<file path="config.mk">
export PLATFORM = sky130hd
export DESIGN_NAME = uart_rx_os16
export DESIGN_NICKNAME = d
export VERILOG_FILES = /design/src/rtl/uart_rx_os16.sv
export SDC_FILE = /design/constraint.sdc
export NUM_CORES = 1
export LEC_CHECK = 0
export ABC_CLOCK_PERIOD_IN_PS = 6000
export CAP_MARGIN = 40
export CORE_ASPECT_RATIO = 1.4
export CORE_UTILIZATION = 45
export CTS_CLUSTER_DIAMETER = 40
export CTS_CLUSTER_SIZE = 25
export DETAILED_ROUTE_END_ITERATION = 6
export HOLD_SLACK_MARGIN = 0.02
export PLACE_DENSITY = 0.66
export SYNTH_ARGS = -nofsm -noshare
export SYNTH_HDL_FRONTEND = slang
export SYNTH_SLANG_ARGS = --single-unit
</file>
<file path="constraint.sdc">
create_clock -name clk -period 6 [get_ports clk]
set_input_delay 0.9 -clock clk [delete_from_list [all_inputs] [get_ports clk]]
set_output_delay 0.9 -clock clk [all_outputs]
set_load 0.02 [all_outputs]
</file>
<file path="src/rtl/uart_rx_os16.sv">
// uart_rx_os16: single-clock UART receiver with 16x oversampling.
//
// Receives start, 5-8 data bits LSB-first, optional parity and 1 or 2 stop bits.
// A divider on clk produces the 16x oversample tick. rx goes through a 2-flop
// synchronizer. Each bit is the majority of three samples taken at phases 7, 8 and 9.
// Every frame is delivered on a valid/ready handshake with parity and framing
// error flags.
//
// Ports:
//   clk, rst     system clock, asynchronous active-high reset
//   rx           serial line, idle high, asynchronous to clk
//   baud_div     clk cycles per oversample tick minus 1
//   length       data bits 5..8 (other values mean 8)
//   parity_en    parity bit present
//   parity_type  1: parity bit = ^data, 0: parity bit = ~^data
//   stop2        two stop bits checked
//   rx_data      received data, right-aligned
//   rx_valid     rx_data/parity_err/frame_err valid, held until rx_ready
//   rx_ready     consumer accept
//   parity_err   parity mismatch for the held frame
//   frame_err    a checked stop bit was sampled 0 for the held frame
//   overrun      1-cycle pulse: a frame completed while the previous one was unaccepted
//   busy         receiver not idle
module uart_rx_os16 #(
  parameter int unsigned DIV_W = 16
) (
  input  logic             clk,
  input  logic             rst,
  input  logic             rx,
  input  logic [DIV_W-1:0] baud_div,
  input  logic [3:0]       length,
  input  logic             parity_en,
  input  logic             parity_type,
  input  logic             stop2,
  output logic [7:0]       rx_data,
  output logic             rx_valid,
  input  logic             rx_ready,
  output logic             parity_err,
  output logic             frame_err,
  output logic             overrun,
  output logic             busy
);

  typedef enum logic [2:0] {
    StIdle,
    StStart,
    StData,
    StParity,
    StStop1,
    StStop2
  } state_e;

  state_e           state_q, state_d;
  logic             rx_meta_q, rxs_q;
  logic [DIV_W-1:0] tick_cnt_q, tick_cnt_d;
  logic [3:0]       phase_q, phase_d;
  logic [2:0]       bit_idx_q, bit_idx_d;
  logic [1:0]       samp_q, samp_d;
  logic [7:0]       shift_q, shift_d;
  logic             perr_q, perr_d;
  logic             ferr_q, ferr_d;
  logic             fin_q, fin_d;

  // Frame configuration captured at start detection.
  logic [DIV_W-1:0] div_q, div_d;
  logic [2:0]       len_m1_q, len_m1_d;
  logic             par_en_q, par_en_d;
  logic             par_type_q, par_type_d;
  logic             stop2_q, stop2_d;

  logic       tick;
  logic       maj;
  logic       exp_par;
  logic [2:0] len_m1_sel;

  assign tick    = (state_q != StIdle) && (tick_cnt_q == div_q);
  // Majority of the samples at phases 7 and 8 and the live sample at phase 9.
  assign maj     = (samp_q[0] & samp_q[1]) | (samp_q[0] & rxs_q) | (samp_q[1] & rxs_q);
  // Bits of shift_q above the frame length are zero, so they do not affect parity.
  assign exp_par = par_type_q ? ^shift_q : ~^shift_q;
  assign busy    = (state_q != StIdle);

  always_comb begin
    len_m1_sel = 3'd7;
    case (length)
      4'd5:    len_m1_sel = 3'd4;
      4'd6:    len_m1_sel = 3'd5;
      4'd7:    len_m1_sel = 3'd6;
      default: len_m1_sel = 3'd7;
    endcase
  end

  always_comb begin
    state_d    = state_q;
    tick_cnt_d = tick_cnt_q;
    phase_d    = phase_q;
    bit_idx_d  = bit_idx_q;
    samp_d     = samp_q;
    shift_d    = shift_q;
    perr_d     = perr_q;
    ferr_d     = ferr_q;
    fin_d      = 1'b0;
    div_d      = div_q;
    len_m1_d   = len_m1_q;
    par_en_d   = par_en_q;
    par_type_d = par_type_q;
    stop2_d    = stop2_q;

    if (state_q != StIdle) begin
      tick_cnt_d = tick ? '0 : tick_cnt_q + 1'b1;
      if (tick) begin
        phase_d = phase_q + 4'd1;
        if (phase_q == 4'd7) samp_d[0] = rxs_q;
        if (phase_q == 4'd8) samp_d[1] = rxs_q;
      end
    end

    case (state_q)
      StIdle: begin
        if (!rxs_q) begin
          state_d    = StStart;
          tick_cnt_d = '0;
          phase_d    = 4'd0;
          shift_d    = 8'h00;
          perr_d     = 1'b0;
          ferr_d     = 1'b0;
          div_d      = baud_div;
          len_m1_d   = len_m1_sel;
          par_en_d   = parity_en;
          par_type_d = parity_type;
          stop2_d    = stop2;
        end
      end
      StStart: begin
        if (tick && phase_q == 4'd9 && maj) begin
          state_d = StIdle;  // start bit did not hold: glitch
        end else if (tick && phase_q == 4'd15) begin
          state_d   = StData;
          bit_idx_d = 3'd0;
        end
      end
      StData: begin
        if (tick && phase_q == 4'd9) shift_d[bit_idx_q] = maj;
        if (tick && phase_q == 4'd15) begin
          if (bit_idx_q == len_m1_q) begin
            state_d = par_en_q ? StParity : StStop1;
          end else begin
            bit_idx_d = bit_idx_q + 3'd1;
          end
        end
      end
      StParity: begin
        if (tick && phase_q == 4'd9) perr_d = (maj != exp_par);
        if (tick && phase_q == 4'd15) state_d = StStop1;
      end
      StStop1: begin
        if (tick && phase_q == 4'd9) begin
          ferr_d = ferr_q | ~maj;
          if (!stop2_q) begin
            // Finish mid stop bit so a back-to-back start edge is not missed.
            state_d = StIdle;
            fin_d   = 1'b1;
          end
        end else if (tick && phase_q == 4'd15 && stop2_q) begin
          state_d = StStop2;
        end
      end
      StStop2: begin
        if (tick && phase_q == 4'd9) begin
          ferr_d  = ferr_q | ~maj;
          state_d = StIdle;
          fin_d   = 1'b1;
        end
      end
      default: state_d = StIdle;
    endcase
  end

  always_ff @(posedge clk or posedge rst) begin
    if (rst) begin
      rx_meta_q  <= 1'b1;
      rxs_q      <= 1'b1;
      state_q    <= StIdle;
      tick_cnt_q <= '0;
      phase_q    <= 4'd0;
      bit_idx_q  <= 3'd0;
      samp_q     <= 2'b00;
      shift_q    <= 8'h00;
      perr_q     <= 1'b0;
      ferr_q     <= 1'b0;
      fin_q      <= 1'b0;
      div_q      <= '0;
      len_m1_q   <= 3'd0;
      par_en_q   <= 1'b0;
      par_type_q <= 1'b0;
      stop2_q    <= 1'b0;
      rx_data    <= 8'h00;
      rx_valid   <= 1'b0;
      parity_err <= 1'b0;
      frame_err  <= 1'b0;
      overrun    <= 1'b0;
    end else begin
      rx_meta_q  <= rx;
      rxs_q      <= rx_meta_q;
      state_q    <= state_d;
      tick_cnt_q <= tick_cnt_d;
      phase_q    <= phase_d;
      bit_idx_q  <= bit_idx_d;
      samp_q     <= samp_d;
      shift_q    <= shift_d;
      perr_q     <= perr_d;
      ferr_q     <= ferr_d;
      fin_q      <= fin_d;
      div_q      <= div_d;
      len_m1_q   <= len_m1_d;
      par_en_q   <= par_en_d;
      par_type_q <= par_type_d;
      stop2_q    <= stop2_d;

      overrun <= 1'b0;
      if (fin_q) begin
        // A frame loads if the holding register is empty or being emptied this cycle.
        if (!rx_valid || rx_ready) begin
          rx_data    <= shift_q;
          parity_err <= perr_q;
          frame_err  <= ferr_q;
          rx_valid   <= 1'b1;
        end else begin
          overrun <= 1'b1;
        end
      end else if (rx_valid && rx_ready) begin
        rx_valid <= 1'b0;
      end
    end
  end

endmodule

</file>
## Yosys cells after proc, flatten, opt, wreduce, memory -nomap -nowiden

Cells that the tools add are included.

| operators by class | value |
|---|---|
| add/subtract/negate cells | 3 |
| order comparisons | 2 |
| equal/unequal tests | 30 |
| muxes and demuxes | 47 |
| bitwise operators | 8 |
| reductions and logical operators | 29 |

Operators with widths:

| cell | count |
|---|---|
| $mux W16 | 4 |
| $mux W3 | 15 |
| $ne A2 B2 Y1 const B | 10 |
| $pmux W3 S6 | 1 |
| $add A16 B1 Y16 const B | 1 |
| $eq A16 B16 Y1 | 1 |
| $eq A4 B3 Y1 const B | 4 |
| $mux W4 | 4 |
| $mux W8 | 2 |
| $pmux W8 S2 | 1 |
| $reduce_and A3 Y1 | 5 |
| $mux W1 | 13 |
| $eq A4 B4 Y1 const B | 3 |
| $reduce_bool A2 Y1 | 5 |
| $ne A3 B3 Y1 const B | 3 |
| $bwmux W8 | 1 |
| $reduce_and A8 Y1 | 1 |
| $reduce_xnor A8 Y1 | 1 |
| $reduce_xor A8 Y1 | 1 |
| $logic_and A1 B1 Y1 | 7 |
| $eq A3 B2 Y1 const B | 2 |
| $eq A3 B3 Y1 const B | 2 |
| $pmux W1 S2 | 3 |
| $pmux W2 S3 | 1 |
| 20 further kinds | 28 |

| word-level totals | value |
|---|---|
| flip-flop bits (word level) | 75 |
| input bits | 27 |
| output and inout port bits | 13 |
| logic and storage cells | 141 |

## Longest topological paths before layout

Gate-level depths: netlist of the first run.

| logic depth | value |
|---|---|
| depth after elaboration | 7 |
| mapped depth | 9 |
| gate-level depth less buffers | 8 |

## Worst setup path after synthesis of the first run

OpenSTA, ideal clock, no wires.

| path | value |
|---|---|
| path kind | register -> output |
| start point | reg state_q[0] |
| end point | out busy |
| arrival | 1132 ps |
| data required time | 5100 ps |
| slack | 3968 ps |
| cell stages (with the launch flop) | 4 |
| cell sequence | dfrtp_1 > buf_2 > nor3_4 > clkinv_1 |

| on the way | value |
|---|---|
| cells in the longest elaborated chain, start to end | 1 |

RTL lines:

| item | RTL line | text |
|---|---|---|
| from (decl) | 53 | `state_e state_q, state_d;` |
| from (signal assigned) | 183 | `state_q <= StIdle;` |
| from (signal assigned) | 205 | `state_q <= state_d;` |
| $reduce_bool A3 Y1 | 81 | `assign busy = (state_q != StIdle);` |
| to (decl) | 41 | `output logic busy` |

Every way passes these cells.

## Worst setup path after layout of the first run

Same ends and word-level chain as after synthesis.

==> results.txt, run 1 <==
In this run the remaining antenna-violating nets after routing total 0. The highest net fanout along the worst path is 11. Ranked by total cell area, the synthesized netlist is headed by sky130_fd_sc_hd__dfrtp_1 (48%), sky130_fd_sc_hd__nand2_1 (7.9%), sky130_fd_sc_hd__xnor2_1 (5.9%), sky130_fd_sc_hd__mux2_2 (3.8%), sky130_fd_sc_hd__xor2_1 (3.7%).

In the synthesized netlist the dominant register cell turns out to be sky130_fd_sc_hd__dfrtp_1. Initial cell density of the core: 0.468. The mux cell area share after synthesis works out to 0.0434.

Among all stages on the critical path, the largest delay is contributed by sky130_fd_sc_hd__clkdlybuf4s50_1. The initialized floorplan defines 39 standard-cell rows. The layout cell share with drive strength beyond 1 came out at 0.109. The run gives 8900 um2 as the total die area.

The most critical setup path has its startpoint at state_q[0]$_DFFE_PP0P_. In this run, synthesis inferred 0 flip-flops with an integrated enable. The worst register-to-register path begins at tick_cnt_q[4]$_DFF_PP0_.

The wire length after detailed routing was 7930 um; the worst hold slack after final layout was 360 ps. The cell chosen for the clock root is sky130_fd_sc_hd__clkbuf_16. sky130_fd_sc_hd__dfrtp_1 takes more of the synthesized area than any other cell. The floorplan step defined a core boundary enclosing 8200 um2. The run gives 0 as the number of cells upsized or downsized after cts. By area, the combinational part of the netlist is dominated by simple AND/OR/NAND/NOR gates. In this run the power density over the cells is 264 nW/um2.

The initial antenna violation count came out at 0. The run gives 2 as the maximum clock insertion buffer count. The global-route total usage across every layer is 0.204. The area share of the largest cell type after synthesis is 0.476, and the fraction of power consumed by sequential logic is 0.460. The clock latency of the later-clocked register in the worst-skew pair is 340 ps.

The most critical setup path has its endpoint at busy. In the final routed layout, each cell accounts on average for 14.8 um. Setup violations remaining at the end of the flow were counted as 0. For this run, the post-layout net count is 461.

The sequential element share of the synthesized area was 0.490; the final worst clock skew was 6.65 ps. The number of clock sinks was 75; the pin count of the biggest net entering global routing was 48. The post-synthesis adder-cell area fraction was 0.0189. sky130_fd_sc_hd__nand2_1 is the most common cell in the netlist. The synthesized-area fraction occupied by xor and xnor cells is 0.100.

The standby leakage power came out at 2.00 nW. VDD sags by at most 161 uV. The proportion of register bits with asynchronous set or reset after synthesis was 1.00; the count of unique library cells instantiated by Yosys was 49. The number of buffers added to fix hold violations after cts came out at 0.

In this run the count of I/O pins placed on the die edge is 40. The tightest min-delay check is of the flip-flop to flip-flop type. For this block, the via count after detailed routing is 2845. 0 antenna diodes ended up in the layout. After technology mapping, the gate count stands at 394. The largest single stage delay on the critical path is 610 ps. The proportion of power drawn by combinational gates was 0.068; the maximum level of the CTS H-tree was 3. The run gives 0 as the total setup buffers inserted after CTS. The max-capacitance violation count was 0. Dividing the detail-routed via count by the number of cells gives 5.32. The clock-pin slew of the registers on the worst-case setup and hold paths is 60 ps. The clock network fraction of total power came out at 0.472. At the pin with the least slew margin, the transition time is 601 ps. The critical path in this run is classified as flip-flop to output port. Data on the critical path arrives at its endpoint at 2110 ps.

The synthesized design contains 75 register bits. For the internal power, the log shows 0.000946 W. Height of the chip: 111 um. The area growth from synthesis to layout is 19.9%. For the number of detailed-routing iterations run before antenna repair, the log shows 4. The post-detailed-route DRC marker count came out at 0. TritonCTS built the clock tree. When the netlist entered floorplanning its net count stood at 426. Timing would allow up to 333 MHz. For the post-synthesis instance area, the log shows 3830 um2. For this run, the number of Yosys warnings is 0. The floorplan step set the die width to 80.0 um. The global-route wire length before repair came out at 13800 um. The switching share of power is 0.222, and the remaining max-slew budget at the tightest pin is 0.599.

The setup slack of the worst register-to-register path came out at 3490 ps. The wire-length estimate of the detail-placed layout is 5650 um. In this run, the number of DRC markers left after iteration 0 of detailed routing was 169. Area fraction in and, or, nand and nor cells after synthesis: 0.224.

After global routing the overflow that remains totals 0. The commonest cells after synthesis are sky130_fd_sc_hd__nand2_1 (81), sky130_fd_sc_hd__dfrtp_1 (73), sky130_fd_sc_hd__nor2_1 (32). During placement, the flow inserted port buffers numbering 39. For the worst flop-to-flop path, the logic depth is 6.

STA classifies the critical path startpoint as a flip-flop. The routability-driven placement congestion ratio is 0.822. Setup repair after global routing left no endpoint under its margin. The tools report the net switching power as 0.000270 W. The worst hold path was traced through 0 stages.

Data on the critical path is required at its endpoint by 5100 ps. The tools report the number of pins exceeding their max-slew limit in the final report as 0. The worst setup path is captured at an output port. In this run the critical register-to-register path is captured at shift_q[0]$_DFFE_PP0P_.

The flow ran to the end, and the final reports show no timing, DRC or antenna violations. Counting the buffers created by CTS gives 9. The mean post-synth cell area was 9.73 um2.

The number of global-route vias before repair is 2919, and the post-layout minimum cycle time is 3010 ps. The share of the synthesized area in compound gates (AO/OA/AOI/OAI) came out at 0.0887. The final cycle utilization of the critical path is 0.501, and the final sum of negative setup slack is 0 ps.

The tools report the hold violation count in the final report as 0. The critical path goes through nor3_4 -> clkinv_1 -> clkdlybuf4s50_1.
-- flip-flops by register name, indices dropped and copies added (netlist names), 2 cells and up --
register and flops:
state_q 3, rx_data 8, samp_q 2, tick_cnt_q 16, div_q 16, bit_idx_q 3, phase_q 4, len_m1_q 3
shift_q 8
-- layer usage --
layer	GRT usage	part of all wire	vias to the layer above
li1	-	-	1417
met1	0.231	0.42	1368
met2	0.358	0.54	47
met3	0.0535	0.029	13
met4	0.0774	0.018	0
met5	0	0	-
-- cells in the final DEF, fill, tap and decap left out, types with 9 or more instances in the layout --
cell type / synthesis / layout
sky130_fd_sc_hd__clkbuf_16: 0 / 9
sky130_fd_sc_hd__xor2_1: 16 / 16
sky130_fd_sc_hd__nand3_1: 13 / 13
sky130_fd_sc_hd__mux2_2: 13 / 13
sky130_fd_sc_hd__xnor2_1: 26 / 26
sky130_fd_sc_hd__dfrtp_1: 73 / 73
sky130_fd_sc_hd__nor2_1: 32 / 32
sky130_fd_sc_hd__clkdlybuf4s50_1: 0 / 39
sky130_fd_sc_hd__nand2_1: 81 / 81
-- layout make-up --
type	count	area [um2]
inverters	10	37.5
clock inverters	5	77.6
fillers	725	3600
clock buffers	10	239
well taps	102	128
repair buffers	42	413
multi-input cells	291	1820
flip-flops and latches	75	1880
-- worst min-delay path by stage --
stage,startpoint,endpoint,slack (ps)
finish,rx_meta_q$_DFF_PP1_,rxs_q$_DFF_PP1_,360
global route,rx_meta_q$_DFF_PP1_,rxs_q$_DFF_PP1_,360
CTS,rx_meta_q$_DFF_PP1_,rxs_q$_DFF_PP1_,360
detailed placement,rx_meta_q$_DFF_PP1_,rxs_q$_DFF_PP1_,350
global placement,rx_meta_q$_DFF_PP1_,rxs_q$_DFF_PP1_,350
floorplan,rx_meta_q$_DFF_PP1_,rxs_q$_DFF_PP1_,350
-- cell families after synthesis --
logic type / after synthesis
xor gates and xnor gates: 43
adders and majority gates: 6
and+or+nand+nor: 177
AOI/OAI and AO/OA: 50
DFF: 75
muxes: 15
buffers and inverters: 28
-- per-stage QoR --
stage          power [W]  worst slack (ps)   util  area [um2]  instances
4_1_cts          0.00123              2980  0.561        4600        535
6_report         0.00122              2990  0.561        4600        535
3_3_place_gp    0.000647              3400  0.522        4280        520
5_1_grt          0.00126              2900  0.561        4600        535
2_1_floorplan   0.000624              3190      -        3830        394
3_5_place_dp    0.000651              3370  0.522        4280        520
-- power by group through the flow --
| stage | Sequential, W | Clock, W | Combinational [W] |
|---|---|---|---|
| 2_1_floorplan | 0.000555 | 0 | 0.0000688 |
| 6_report | 0.000560 | 0.000574 | 0.0000825 |
| 5_1_grt | 0.000562 | 0.000609 | 0.0000927 |
| 3_5_place_dp | 0.000568 | 0 | 0.0000835 |
| 4_1_cts | 0.000559 | 0.000587 | 0.0000842 |
| 3_3_place_gp | 0.000566 | 0 | 0.0000814 |
-- critical path: cells and delay by family, from the launching register on --
| family | cells | cell delay (ps) |
|---|---|---|
| buffers and inverters | 2 | 890 |
| and+or+nand+nor | 1 | 360 |
| DFF | 1 | 510 |
Power figures use the tool's default switching activity.
==> run 2: changes to the inputs <==
--- a/config.mk
+++ b/config.mk
@@ -5,7 +5,7 @@
 export SDC_FILE = /design/constraint.sdc
 export NUM_CORES = 1
 export LEC_CHECK = 0
-export ABC_CLOCK_PERIOD_IN_PS = 6000
+export ABC_CLOCK_PERIOD_IN_PS = 3100
 export CAP_MARGIN = 40
 export CORE_ASPECT_RATIO = 1.4
 export CORE_UTILIZATION = 45
==> constraint.sdc (replaced) <==
create_clock -name clk -period 3.1 [get_ports clk]
set_input_delay 0.465 -clock clk [delete_from_list [all_inputs] [get_ports clk]]
set_output_delay 0.465 -clock clk [all_outputs]
set_load 0.02 [all_outputs]
==> results.txt, run 2 (synthesis results as in run 1) <==
The max-capacitance violation count was 0 (unchanged); the data required time at the worst endpoint was 2630 ps (-2470 ps). The arrival time at the worst endpoint was 2160 ps (+50 ps); the final cycle utilization of the critical path was 0.846. The final sum of negative setup slack was 0 ps (unchanged); the height of the chip was 111 um (unchanged). The most common cell after layout, fill and taps aside was sky130_fd_sc_hd__nand2_1. The number of buffers added to fix hold violations after cts came out at 0 (unchanged). The final antenna diode count is 0 (unchanged).

The tools report the area occupied by registers as 1880 um2 (unchanged). For the DRC violation total after the first TritonRoute iteration, the log shows 120 (-29%). The initial antenna violation count was 0 (unchanged). The run gives 3 (unchanged) as the maximum level of the CTS H-tree. CTS placed an instance of sky130_fd_sc_hd__clkbuf_16 at the clock tree root. Power per standard cell area: 479 nW/um2 (+81%). The tools report the number of detailed-routing iterations run before antenna repair as 4 (unchanged). The tools report the post-detailed-route DRC marker count as 0 (unchanged).

The count of nets left with antenna violations after detail routing is 0 (unchanged), and the net count reported at finish is 462 (+0.22%). The number of cells upsized or downsized after cts was 0 (unchanged). The library cells used most frequently in the layout, excluding fill and tap cells, are sky130_fd_sc_hd__nand2_1 (81), sky130_fd_sc_hd__dfrtp_1 (73), sky130_fd_sc_hd__clkdlybuf4s50_1 (39), sky130_fd_sc_hd__nor2_1 (32), sky130_fd_sc_hd__xnor2_1 (26). The logs give 9 (unchanged) for the number of buffers created by CTS and 14000 um (+1.5%) for the global-route wire length before repair. The initial cell density of the core is 0.468 (unchanged), and the layout cell share with drive strength beyond 1 is 0.0989 (-0.00969).

Slew of the pin with the lowest slew margin: 593 ps (-7.84 ps). The run gives 40 (unchanged) as the I/O pin count. Pin count of the biggest net entering global routing: 76 (+58%). The port buffer count is 39 (unchanged). The largest registers in the layout are div_q x16, tick_cnt_q x16.

The clock-pin slew of the registers on the worst-case setup and hold paths is 50 ps (about the same), and the worst supply voltage drop on vdd is 316 uV (+96%). The total setup violations reported at the end of the flow was 0 (unchanged). The setup path with the least slack is of type flip-flop to output port. The tools report the hold violation count in the final report as 0 (unchanged).

Setup repair after global routing left no endpoint under its margin. The overall overflow remaining after global route is 0 (unchanged). The detailed-placement wirelength estimate was 5690 um (+0.72%); the per-cell via count in the routed design was 5.36 (+0.82%). The routed design could run at a clock period as short as 2620 ps. The number of clock sinks is 75 (unchanged), and the maximum operating frequency is 381 MHz. The number of global-route vias before repair came out at 2942 (+0.79%).

The logs give 2879 (+1.2%) for the overall via count from detail_route and 0 (unchanged) for the number of pins exceeding their max-slew limit in the final report. Fill cell instance count of the final layout: 754 (+4.0%). STA classifies the critical path startpoint as a flip-flop. TritonCTS built the clock tree. The standby leakage power came out at 1.98 nW (-0.96%). The logs give 8100 um (+2.1%) for the wire length after detailed routing and 39 (unchanged) for the number of placement rows. The run gives 8200 um2 (unchanged) as the placeable core area. For the placement-stage worst setup slack, the log shows 566 ps (-2800 ps).

The global-route total usage across every layer came out at 0.205 (+0.00151). Total setup buffers inserted after CTS: 0 (unchanged). The clock latency of the later-clocked register in the worst-skew pair is 340 ps (about the same). For the remaining max-slew budget at the tightest pin, the log shows 0.603 (+0.00441). The maximum clock insertion buffer count was 2 (unchanged). The sort of element at the end of the critical path is an output port. The multi-input combinational cell area came out at 1820 um2 (unchanged). Routability-driven placement congestion ratio: 0.825 (+0.29%). The flow ran to the end, and the final reports show no timing, DRC or antenna violations.

Average wire per cell in the routed design: 15.1 um (+1.8%). The tightest min-delay check is of the flip-flop to flip-flop type. The final worst setup slack is 478 ps (-2520 ps). Final worst clock skew: 5.21 ps (-1.44 ps).

The total die area came out at 8900 um2 (unchanged). The die span in x was 80.0 um (unchanged). Compared with the post-synthesis result, the final layout area differs by 19.0%. The highest net fanout along the worst path is 11 (unchanged).
[run 2: changes by cell type in the layout (fill, tap and decap cells not counted), sizes merged]
| cell | previous run | this run |
|---|---|---|
| clkinv | 3 | 1 |
| clkbuf | 10 | 16 |
| bufinv | 2 | 0 |
| buf | 3 | 4 |
| clkinvlp | 1 | 0 |
[run 2: worst paths after layout]
kind                       cells after the start                    start                     end  slack [ps]
hold reg to reg                                0      rx_meta_q$_DFF_PP1_         rxs_q$_DFF_PP1_         360
min in group asynchronous                      3                      rst    div_q[2]$_DFFE_PP0P_         510
max in group asynchronous                      3                      rst   samp_q[0]$_DFFE_PP0P_        2230
setup / recovery                               3   state_q[0]$_DFFE_PP0P_                    busy         480
setup reg to reg                               6  tick_cnt_q[4]$_DFF_PP0_  shift_q[4]$_DFFE_PP0P_         580
hold / removal                                 0      rx_meta_q$_DFF_PP1_         rxs_q$_DFF_PP1_         360
[run 2: power by group]
group	internal [W]	switching [W]	total, W
Sequential	0.00102	0.0000639	0.00109
Combinational	0.0000928	0.0000702	0.000163
Clock	0.000565	0.000371	0.000936
Total	0.00168	0.000505	0.00219
[run 2: routing by layer]
layer / vias to the layer above / wire, um / track usage / part of all wire
li1: 1417 / - / - / -
met1: 1390 / 3260 / 0.238 / 0.40
met2: 53 / 4350 / 0.349 / 0.54
met3: 19 / 252 / 0.0387 / 0.031
met4: 0 / 237 / 0.113 / 0.029
met5: - / 0 / 0 / 0
[run 2: final cells by class]
class,instances,area share
well taps,102,0.0280
inverters,10,0.00823
clock buffers,16,0.0573
flip-flops and latches,75,0.412
repair buffers,43,0.0949
multi-input cells,291,0.400
[run 2: worst max-delay path, stage by stage (launching register included)]
cell,delay [ps]
sky130_fd_sc_hd__dfrtp_1,510
sky130_fd_sc_hd__nor3_4,380
sky130_fd_sc_hd__clkinv_1,320
sky130_fd_sc_hd__clkdlybuf4s50_1,620
[run 2: through the flow]
stage | utilization | power [W] | std cells | hold WS, ps | instance area, um2
global placement | 0.525 | 0.00126 | 521 | 347 | 4300
CTS | 0.556 | 0.00221 | 537 | 357 | 4560
global route | 0.556 | 0.00228 | 537 | 359 | 4560
finish | 0.556 | 0.00219 | 537 | 355 | 4560
detailed placement | 0.525 | 0.00127 | 521 | 350 | 4300
floorplan | - | 0.00121 | 394 | 345 | 3830
